<file path="src/rtl/z16_pkg.sv">
// z16_pkg: shared Z16 widths, PC step and fetch FSM state encodings
package z16_pkg;
   localparam int Z16_INSTR_W = 16;
   localparam logic [15:0] Z16_PC_STEP = 16'd2;
   typedef enum logic [1:0] {
      ST_IDLE  = 2'b00,
      ST_FETCH = 2'b01,
      ST_HALT  = 2'b10,
      ST_FAULT = 2'b11
   } fetch_state_e;
endpackage

</file>
<file path="src/rtl/z16_pc_next.sv">
// z16_pc_next: combinational next-PC select with misalign and range fault flags
module z16_pc_next import z16_pkg::*; #(
   parameter int IMEM_WORDS = 11
) (
   input  logic [15:0] i_pc,
   input  logic        i_redirect,
   input  logic [15:0] i_target,
   input  logic        i_load,
   output logic [15:0] o_pc_next,
   output logic        o_misalign,
   output logic        o_range
);
   assign o_pc_next  = i_redirect ? i_target : i_load ? i_pc + Z16_PC_STEP : i_pc;
   assign o_misalign = i_redirect & i_target[0];
   assign o_range    = i_load & ({17'b0, i_pc[15:1]} >= IMEM_WORDS);
endmodule

</file>
<file path="src/rtl/z16_fetch_ctrl.sv">
// z16_fetch_ctrl: PC sequencer with one-entry valid/ready instruction buffer
module z16_fetch_ctrl import z16_pkg::*; #(
   parameter logic [15:0] RESET_PC = 16'h0000,
   parameter int IMEM_WORDS = 11
) (
   input  logic                   i_clk,
   input  logic                   i_rst_n,
   input  logic                   i_run,
   input  logic                   i_halt,
   input  logic                   i_redirect,
   input  logic [15:0]            i_redirect_pc,
   output logic [15:0]            o_imem_addr,
   input  logic [Z16_INSTR_W-1:0] i_imem_instr,
   output logic [Z16_INSTR_W-1:0] o_instr,
   output logic [15:0]            o_instr_pc,
   output logic                   o_valid,
   input  logic                   i_ready,
   output logic [1:0]             o_state,
   output logic                   o_fault
);
   fetch_state_e state_q, state_d;
   logic [15:0] pc_q, pc_d, pc_nxt, instr_pc_q, instr_pc_d;
   logic [Z16_INSTR_W-1:0] instr_q, instr_d;
   logic valid_q, valid_d, fault_q, fault_d;
   logic free, load_req, misalign, range_err;

   assign free     = !valid_q | i_ready;
   assign load_req = (state_q == ST_FETCH) & i_run & free & !i_halt & !i_redirect;

   z16_pc_next #(.IMEM_WORDS(IMEM_WORDS)) u_pc_next (
      .i_pc       (pc_q),
      .i_redirect (i_redirect),
      .i_target   (i_redirect_pc),
      .i_load     (load_req),
      .o_pc_next  (pc_nxt),
      .o_misalign (misalign),
      .o_range    (range_err)
   );

   // next state: halt beats redirect beats faults beats load/accept; HALT/FAULT only drain
   always_comb begin
      state_d    = state_q;
      pc_d       = pc_q;
      instr_d    = instr_q;
      instr_pc_d = instr_pc_q;
      fault_d    = fault_q;
      valid_d    = valid_q & !i_ready;
      if (state_q == ST_IDLE || state_q == ST_FETCH) begin
         if (i_halt) begin
            state_d = ST_HALT;
            valid_d = 1'b0;
         end else if (misalign | range_err) begin
            state_d = ST_FAULT;
            fault_d = 1'b1;
            valid_d = 1'b0;
         end else begin
            pc_d    = pc_nxt;
            state_d = i_run ? ST_FETCH : ST_IDLE;
            if (load_req) begin
               instr_d    = i_imem_instr;
               instr_pc_d = pc_q;
               valid_d    = 1'b1;
            end
            if (i_redirect) valid_d = 1'b0;
         end
      end
   end

   // state register, async clear of everything including the buffer
   always_ff @(posedge i_clk or negedge i_rst_n) begin
      if (!i_rst_n) begin
         state_q    <= ST_IDLE;
         pc_q       <= RESET_PC;
         instr_q    <= '0;
         instr_pc_q <= 16'h0000;
         valid_q    <= 1'b0;
         fault_q    <= 1'b0;
      end else begin
         state_q    <= state_d;
         pc_q       <= pc_d;
         instr_q    <= instr_d;
         instr_pc_q <= instr_pc_d;
         valid_q    <= valid_d;
         fault_q    <= fault_d;
      end
   end

   assign o_imem_addr = pc_q;
   assign o_instr     = instr_q;
   assign o_instr_pc  = instr_pc_q;
   assign o_valid     = valid_q;
   assign o_state     = state_q;
   assign o_fault     = fault_q;
endmodule

</file>
<file path="config.mk">
export PLATFORM = sky130hd
export DESIGN_NAME = z16_fetch_ctrl
export DESIGN_NICKNAME = d
export VERILOG_FILES = /design/src/rtl/z16_pkg.sv /design/src/rtl/z16_pc_next.sv /design/src/rtl/z16_fetch_ctrl.sv
export SDC_FILE = /design/constraint.sdc
export NUM_CORES = 1
export LEC_CHECK = 0
export CAP_MARGIN = 20
export CORE_MARGIN = 2
export CORE_UTILIZATION = 45
export CTS_CLUSTER_SIZE = 16
export DETAILED_ROUTE_END_ITERATION = 8
export HOLD_SLACK_MARGIN = 0.12
export PLACE_DENSITY_LB_ADDON = 0.05
export SLEW_MARGIN = 5
export SYNTH_ARGS = -nofsm -noshare
export SYNTH_HDL_FRONTEND = slang
export SYNTH_SLANG_ARGS = --single-unit
</file>
<file path="constraint.sdc">
create_clock -name i_clk -period 4.14 [get_ports i_clk]
set_clock_uncertainty 0.05 [all_clocks]
set_input_delay 0.621 -clock i_clk [delete_from_list [all_inputs] [get_ports i_clk]]
set_output_delay 0.621 -clock i_clk [all_outputs]
set_load 0.02 [all_outputs]
</file>
# After elaboration in Yosys (flattened, before gate mapping)
# Index checks and enable logic that the tools add are counted.
[totals]
reg_bits = 52
latch_bits = 0
mem_bits_rw = 0
romBits = 0
input_bits = 38
out_inout_bits = 52
word_cells = 40
n_memories = 0
[op_classes]
addsub = 1
mul = 0
div_mod_pow = 0
order_cmp = 1
eq_ne = 1
shifts = 0
mux = 10
bitwise = 11
n_reduce_logical = 10
[ops]
columns = ["cell", "count"]
rows = [
  ["16-bit 2-to-1 mux", 2],
  ["16-bit by 2-bit adder with 16-bit output, second input constant", 1],
  ["15-bit by 4-bit >= comparator with 1-bit output, second input constant", 1],
  ["4-bit AND reduction", 2],
  ["1-bit AND", 7],
  ["1-bit 2-to-1 mux", 6],
  ["1-bit logical NOT", 4],
  ["2-bit 2-to-1 mux", 2],
  ["3-bit AND reduction", 1],
  ["2-bit by 1-bit == test with 1-bit output, second input constant", 1],
  ["2-bit logical NOT", 1],
  ["1-bit inverter", 2],
  ["1-bit OR", 2],
  ["2-bit nonzero test", 1],
  ["1-bit logical OR", 1],
]

# Longest topological paths before layout
[depth]
depth_word = 10
ltp_mapped = 8
ltp_nobuf = 6

# Hierarchy
# From an unflattened synthesis, not the netlist that was laid out.
[unflattened]
hier_cells = 203
area_unflattened_um2 = 2683.8
[by_module_without_submodules]
columns = ["module", "instances", "cells_per_inst", "area_per_inst_um2", "seq_area_each_um2"]
rows = [
  ["z16_fetch_ctrl", 1, 122, 2145.8, 1301.2],
  ["z16_pc_next", 1, 81, 538.0, 0.0],
]

# Worst setup path before layout
# OpenSTA, ideal clock, no wires.
[synth_path]
kind = "reg2reg"
from = "reg pc_q[1] (netlist: o_imem_addr[1])"
to = "reg pc_q[1] (netlist: o_imem_addr[1])"
setup_time_ns = 0.126
arrival_ns = 2.062
required_ns = 3.964
path_slack_ns = 1.902
stages_incl_launch_ff = 8
path_buffers = 1
synth_period_minus_slack_ns = 2.238
cell_sequence = "dfrtp_1 ha_1 a211o_1 a2111oi_4 nand4_2 buf_6 a211o_1 o311a_1"
[synth_via]
elab_chain_cells = 5
elab_cells_between_ends = 8
classes_between = "1 x add/sub; 1 x order compare; 2 x mux; 3 x bitwise; 1 x reduce/logical"
[synth_lines]
columns = ["item", "line_no", "text"]
rows = [
  ["start: declaration", "z16_fetch_ctrl.sv:22", "logic [15:0] pc_q, pc_d, pc_nxt, instr_pc_q, instr_pc_d;"],
  ["start signal: assignment", "z16_fetch_ctrl.sv:80", "pc_q <= pc_d;"],
  ["15-bit by 4-bit >= comparator with 1-bit output", "z16_pc_next.sv:15", "assign o_range = i_load & ({17'b0, i_pc[15:1]} >= IMEM_WORDS);"],
  ["1-bit AND", "z16_pc_next.sv:15", ""],
  ["1-bit OR", "z16_fetch_ctrl.sv:52", "end else if (misalign | range_err) begin"],
  ["1-bit inverter (no line)", "-", ""],
  ["4-bit AND reduction (no line)", "-", ""],
]
# Parallel ways exist; a longest one is shown, timed or not. The select of a mux whose other input is x is not followed.
# A chain may end at the register's enable or synchronous reset.

# Worst setup path after layout
[layout_path]
from = "reg pc_q[2] (netlist: o_imem_addr[2])"
to = "reg pc_q[1] (netlist: o_imem_addr[1])"
[layout_via]
elab_chain_cells = 5
[layout_lines]
columns = ["item", "line_no"]
rows = [
  ["15-bit by 4-bit >= comparator with 1-bit output", "z16_pc_next.sv:15"],
  ["1-bit AND", "z16_pc_next.sv:15"],
  ["1-bit OR", "z16_fetch_ctrl.sv:52"],
  ["1-bit inverter (no line)", "-"],
  ["4-bit AND reduction (no line)", "-"],
]
# No other way between the ends.

==> report_table.html <==
<table>
<tr><th>Metric</th><th>Value</th></tr>
<tr><th colspan="2">Status</th></tr>
<tr><td>Run status</td><td>finished, final reports clean</td></tr>
<tr><th colspan="2">Worst setup path</th></tr>
<tr><td>Arrival time of data at the critical path endpoint</td><td>2750 ps</td></tr>
<tr><td>Critical-path maximum fanout</td><td>32</td></tr>
<tr><td>Most frequent cell on the critical path</td><td>a211o_1</td></tr>
<tr><td>Peak per-stage delay on the critical path</td><td>450 ps</td></tr>
<tr><td>Worst Setup Start Kind</td><td>register</td></tr>
<tr><td>Nature of the critical path endpoint</td><td>register</td></tr>
<tr><td>Critical path type</td><td>register to register</td></tr>
<tr><td>Cell chain of the critical path</td><td>ha_1, a211o_1, a2111oi_4, nand4_2, buf_4, a211o_1, o311a_1</td></tr>
<tr><td>Cell with the largest stage delay on the worst path</td><td>dfrtp_1</td></tr>
<tr><td>Worst endpoint required time</td><td>between 4000 and 5000 ps</td></tr>
<tr><th colspan="2">Timing</th></tr>
<tr><td>Number of hold violations in the final report</td><td>0</td></tr>
<tr><td>Final slew viol count</td><td>0</td></tr>
<tr><td>Number of endpoints failing setup at the final stage</td><td>0</td></tr>
<tr><td>Minimum period implied by the final worst setup slack</td><td>2606 ps</td></tr>
<tr><td>Relative slew slack</td><td>33.74%</td></tr>
<tr><td>Maximum achievable frequency</td><td>383.7 MHz</td></tr>
<tr><td>Tightest Pin Transition</td><td>985.7 ps</td></tr>
<tr><td>Setup repair after global routing missed its margin</td><td>false</td></tr>
<tr><td>Final clock period utilization by the worst path</td><td>62.95%</td></tr>
<tr><td>Accumulated negative setup slack</td><td>0 ps</td></tr>
<tr><th colspan="2">Logic synthesis</th></tr>
<tr><td>Synth Cell Area</td><td>~2100 um2</td></tr>
<tr><td>Ys Warns</td><td>0</td></tr>
<tr><td>Syn avg cell area</td><td>12.03 um2</td></tr>
<tr><td>Count of unique library cells instantiated by Yosys</td><td>33</td></tr>
<tr><td>Number of nets in the synthesized netlist</td><td>216</td></tr>
<tr><td>Register area share after synthesis</td><td>between 60 and 70%</td></tr>
<tr><td>Synthesized flop and latch total</td><td>52</td></tr>
<tr><td>Synthesized netlist cell count</td><td>between 150 and 200</td></tr>
<tr><th colspan="2">Finish</th></tr>
<tr><td>Number of diodes</td><td>0</td></tr>
<tr><td>Post-layout net count</td><td>308</td></tr>
<tr><td>Non-filler cells, final</td><td>324</td></tr>
<tr><td>Layout Cell Area excl Fill</td><td>3168 um2</td></tr>
<tr><td>Finished Core Util</td><td>68.43%</td></tr>
<tr><td>Ratio of cells with drive above 1 in the final layout</td><td>14.07%</td></tr>
<tr><td>Layout area overhead</td><td>48.77%</td></tr>
<tr><th colspan="2">Detailed routing</th></tr>
<tr><td>First drt pass iteration count</td><td>4</td></tr>
<tr><td>Final Routed Wirelength</td><td>4.671 mm</td></tr>
<tr><td>Wire length per cell</td><td>14.42 um</td></tr>
<tr><td>Total number of vias</td><td>1,668</td></tr>
<tr><td>Iter 0 DRT Violations</td><td>67</td></tr>
<tr><td>Antenna Violating Nets Remaining</td><td>0</td></tr>
<tr><td>Routed via count divided by cell count</td><td>a little over 5</td></tr>
<tr><td>Remaining DRCs</td><td>0</td></tr>
<tr><th colspan="2">GRT</th></tr>
<tr><td>Maximum number of pins on one net before global-route repair</td><td>53</td></tr>
<tr><td>Number of antenna violations at the first check in global routing</td><td>0</td></tr>
<tr><td>Total global routing overflow</td><td>0</td></tr>
<tr><td>First-pass GRT wire length</td><td>7.583 mm</td></tr>
<tr><td>GRT Total Usage</td><td>18.40%</td></tr>
<tr><td>Number of global-route vias before repair</td><td>1,593</td></tr>
<tr><th colspan="2">Pwr</th></tr>
<tr><td>Leakage power total</td><td>approximately 1.5 nW</td></tr>
<tr><td>Switching power total</td><td>between 200 and 250 uW</td></tr>
<tr><td>Clock power frac</td><td>32.2%</td></tr>
<tr><td>Internal Dissipation</td><td>698.3 uW</td></tr>
<tr><td>Sequential share of power</td><td>56.8%</td></tr>
<tr><td>Share of power burned in combinational logic</td><td>11.0%</td></tr>
<tr><td>Final total power</td><td>~930 uW</td></tr>
<tr><td>Share of total power consumed by net switching</td><td>between 20% and 30%</td></tr>
<tr><td>Largest vdd supply drop</td><td>0.2548 mV</td></tr>
<tr><td>Power density normalized to cell area</td><td>just under 300 nW/um2</td></tr>
<tr><th colspan="2">CTS</th></tr>
<tr><td>Resized Gates After CTS</td><td>0</td></tr>
<tr><td>Source-to-sink clock delay at the later pin of the worst-skew pair</td><td>310 ps</td></tr>
<tr><td>TritonCTS clock tree</td><td>done</td></tr>
<tr><td>TritonCTS sink count</td><td>52</td></tr>
<tr><td>Max clock buf depth</td><td>2</td></tr>
<tr><td>Clock Root Buffer</td><td>clkbuf_8</td></tr>
<tr><td>Clock buffer count from CTS</td><td>5</td></tr>
<tr><td>Worst-path clk slew</td><td>100 ps</td></tr>
<tr><td>Number of buffers inserted to repair setup after CTS</td><td>0</td></tr>
<tr><td>Post-CTS Hold Buffers</td><td>0</td></tr>
<tr><td>Total number of H-tree levels</td><td>2</td></tr>
<tr><th colspan="2">Min path</th></tr>
<tr><td>Class of the worst hold path</td><td>primary input to asynchronous set/reset pin</td></tr>
<tr><th colspan="2">Floorplan</th></tr>
<tr><td># IOs</td><td>90</td></tr>
<tr><td>Placeable core region</td><td>about 4600 um2</td></tr>
<tr><td>Die outline area</td><td>~5300 um2</td></tr>
<tr><td>Die width</td><td>72.79 um</td></tr>
<tr><td>Std cell rows</td><td>25</td></tr>
<tr><td>Starting utilization of the core area</td><td>46.00%</td></tr>
<tr><td>Die boundary height</td><td>72.79 um</td></tr>
<tr><th colspan="2">Place</th></tr>
<tr><td>Quantity of I/O buffers inserted on ports</td><td>about 90</td></tr>
<tr><td>Final weighted congestion in routability-driven placement</td><td>0.7915</td></tr>
<tr><td>Hpwl dp</td><td>3.325 mm</td></tr>
<tr><td>Placed inst area</td><td>between 3000 and 4000 um2</td></tr>
<tr><td>Placed Instances</td><td>316</td></tr>
<tr><th colspan="2">Flow run</th></tr>
<tr><td>Count of max-cap constraint violations</td><td>0</td></tr>
</table>
[stage by stage]
step                      setup WS, ps  hold WS, ps
after floorplan                   1902        275.4
after global placement            1253        401.8
after detailed placement          1219        411.6
after CTS                         1500        388.1
after global routing              1332        433.3
final                             1534        359.4
[logic make-up (layout without fill, tap and decap cells)]
logic type	count (synthesis)	after routing	share of synthesized area (%)
and+or+nand+nor	70	70	16.22
DFF	52	52	61.10
muxes	23	23	12.10
AOI/OAI and AO/OA	20	20	7.403
buffers and inverters	11	104	2.585
adders and majority gates	1	1	0.5875
[worst max-delay path, delay by kind of cell (launching register included)]
| kind | cells | cell delay [ps] |
|---|---|---|
| adder cells (fa/ha/maj) | 1 | 230 |
| buffers and inverters | 1 | 350 |
| flip-flops | 1 | 450 |
| AO/OA/AOI/OAI | 4 | 1110 |
| AND/OR/NAND/NOR | 1 | 300 |
[cell usage in the layout (no fill, tap or decap), types with 2 or more instances in the layout]
master	Yosys	routed
a211o_1	2	2
or4_1	2	2
dfrtp_1	52	52
nand2_1	25	25
o21ai_0	4	4
clkdlybuf4s50_1	0	88
inv_1	4	4
and2_1	12	12
a21oi_1	5	5
clkbuf_8	0	5
nor2_1	16	16
nand3_1	3	3
buf_4	1	3
o31ai_1	3	3
nand4_1	2	2
nand2b_1	2	2
mux2_2	22	22
[metal layers]
| layer | part of all wire [%] | GRT usage (%) |
|---|---|---|
| met1 | 44 | 24.64 |
| met2 | 47 | 28.79 |
| met3 | 8.5 | 5.387 |
| met5 | 0 | 0 |
| met4 | 1.3 | 6.173 |
[cell type report]
type                       instances  area [um2]
timing repair buffer              92       908.4
tap                               54       67.56
inverter                           4       15.01
sequential                        52        1301
clock inverter                     3       27.53
clock buffer                       5       68.82
fill                             374        1461
multi-input combinational        114       779.5
[state kept, by name, indices dropped and copies added, names as in the netlist]
signal,flops
o_valid,1
o_state,2
o_fault,1
o_instr,16
o_instr_pc,16
o_imem_addr,16
[final timing paths]
check | startpoint | endpoint | slack, ps | cells past startpoint
max | o_imem_addr[2] | o_imem_addr[1] | 1530 | 7
min | i_rst_n | o_instr[6] | 360 | 2
max reg2reg | o_imem_addr[2] | o_imem_addr[1] | 1530 | 7
min reg2reg | o_fault | o_fault | 430 | 2
max in group asynchronous | i_rst_n | o_imem_addr[6] | 3240 | 2
min in group i_clk | o_fault | o_fault | 430 | 2
[power groups by stage]
stage          Sequential, mW  Clock [mW]  Combinational, mW
2_1_floorplan           0.548           0             0.0214
3_3_place_gp            0.538           0              0.103
3_5_place_dp            0.538           0              0.103
4_1_cts                 0.529       0.310              0.104
5_1_grt                 0.530       0.327              0.111
6_report                0.528       0.299              0.102
[synth_stat cells]
library cell  count  area (um2)
inv_1             4       15.01
nand3_1           3       15.01
nand4_2           1       12.51
a22o_1            1       8.760
clkbuf_1          3       11.26
a211o_1           2       17.52
and2_1           12       75.07
buf_6             1       11.26
mux2i_1           1       10.01
a2111oi_4         1       27.53
or4_1             2       15.01
nand4_1           2       12.51
nor3_1            1       5.000
and3_1            1       6.260
dfrtp_1          52        1301
a32oi_1           1       8.760
a22oi_1           1       7.510
nand2b_1          2       12.51
buf_4             1       7.510
nand3b_1          1       7.510
o311a_1           1       10.01
nand2_1          25       93.84
buf_2             2       10.01
nor2_1           16       60.06
mux2_2           22       247.7
o21ai_0           4       20.02
or4_4             1       11.26
nor4_1            2       12.51
ha_1              1       12.51
o2bb2a_1          1       10.01
o31ai_1           3       22.52
or3_1             1       6.260
a21oi_1           5       25.02
(Power assumes the default switching activity.)
==> patch (config.mk and constraints unchanged) <==
Put one more register stage on the output `o_fault`, with the module's reset. The value now appears one clock later. The other outputs are not delayed to match.
--- a/src/rtl/z16_fetch_ctrl.sv
+++ b/src/rtl/z16_fetch_ctrl.sv
@@ -90,6 +90,12 @@
    assign o_instr_pc  = instr_pc_q;
    assign o_valid     = valid_q;
    assign o_state     = state_q;
-   assign o_fault     = fault_q;
+   always_ff @(posedge i_clk or negedge i_rst_n) begin
+      if (!i_rst_n) begin
+         o_fault <= '0;
+      end else begin
+         o_fault <= fault_q;
+      end
+   end
 endmodule
 
Function: changed (a bounded check fails within 4 cycles, from zero or initial values and one cycle with i_rst_n low).
==> patch against the unedited design <==
- area after synthesis grew 1.2%
- final area increased by 0.20%
- fmax decreased by 7.8%
- power decreased by 0.91%
- wire length down 0.21%
- sequential cell count is 1 higher
- sequential share of layout area grew 0.71 points
- setup slack got worse by 0.22 ns
- critical path type unchanged
- critical endpoint unchanged
- largest cell class unchanged
==> patch: results (changes against the unedited design) <==
Compound-cell area share of the yosys netlist: 7.32% (-0.086 points)
Status: finished, final reports clean
Pwr Total: 921 µW (-0.91%)
PortBufs: 89 (unchanged)
Setup bufs post-CTS: 0 (unchanged)
Clock transition at the registers of the reported paths: 0.09 ns
Hold_ws: 0.345 ns (-0.0141 ns)
Via count: 1680 (+0.72%)
HPWL after DPL: 3320 µm (-0.12%)
Place WS: 1.03 ns (-0.192 ns)
Synth Area in Adders: 0.581% (-0.0068 points)
Peak VDD IR: 0.000190 V (-25%)
CP max FO: 25 (-22%)
Pleak: 0.00146 µW (+0.14%)
Asr flop ratio synth: 100% (unchanged)
CTS buffer count: 5 (unchanged)
First-pass GRT wire length: 7550 µm (-0.46%)
Multiplexer area fraction after synthesis: 12.0% (-0.14 points)
Sw frac: 23.6% (-1.3 points)
Fill cells: 368 (-1.6%)
Fraction of layout cells with a size suffix above 1: 12.9% (-1.2 points)
Placement Cell Area: 0.00309 mm² (+0.61%)
Clock power frac: 30.5% (-1.7 points)
Critical-path top delay cell: nand4_2
Diode count: 0 (unchanged)
Metal1 wirelength: 2070 µm (+1.6%)
WL per Instance: 14.3 µm (-0.52%)
Vias in the first global route: 1641 (+3.0%)
WL met3: 333 µm (-16%)
Largest net degree at the start of global routing: 54 (+1.9%)
Final WS setup: 1.31 ns (-0.222 ns)
HP Class: flop to flop
DR top layer: met4
Synth Instances: 178 (+0.56%)
Worst-Margin Slew: 0.647 ns (-0.338 ns)
Hold Crit Depth: 0
Routed wl met2: 2170 µm (-0.55%)
Synth top cells by count: dfrtp_1 (53), nand2_1 (25), mux2_2 (22)
Via-to-Cell Ratio: 5.17 (+0.41%)
Syn nets: 217 (+0.46%)
Inst Count DP: 317 (+0.32%)
Arrival @ worst endpoint: 2.97 ns (+0.22 ns)
Synth top area cells: dfrtp_1 (62%), mux2_2 (11%), nand2_1 (4.4%), and2_1 (3.5%), nor2_1 (2.8%)
GPL Wtd Cong: 0.697 (-12%)
DRT iter0 DRCs: 77 (+15%)
Seq/Total Area, Yosys: 61.6% (+0.45 points)
Final #Nets: 309 (+0.32%)
CP Launch Point: o_imem_addr[1]$_DFFE_PN0P_
Gr usage total: 18.5% (+0.066 points)
Worst path max stage delay: 0.47 ns (+0.02 ns)
Fin util: 68.1% (-0.33 points)
## patch: cell count changes in the layout (fill, tap and decap cells not counted)
| cell | unedited run | this run |
|---|---|---|
| inv_8 | 1 | 0 |
| nor4_1 | 1 | 2 |
| clkinv_4 | 1 | 0 |
| dfrtp_1 | 52 | 53 |
| clkbuf_1 | 0 | 2 |
| nor4_2 | 1 | 0 |
## patch: worst register-to-register path, cell delays in order, from the launching register on
cell and delay, ns:
dfrtp_1 0.44, ha_1 0.24, a211o_1 0.31, a2111oi_4 0.41, nand4_2 0.47, buf_4 0.41, a211o_1 0.28, o311a_1 0.10
## patch: final cells by class
cell class,instances,share of cell area (%)
flip-flops and latches,53,41.8
inverters,4,0.473
repair buffers,92,28.6
multi-input cells,114,24.4
clock buffers,7,2.40
clock inverters,1,0.237
well taps,54,2.13
## patch: metal layers
metal	GRT usage, %	vias up
met2	28.2	61
met3	4.70	8
met4	9.05	0
met5	0	-
li1	-	802
met1	24.5	809
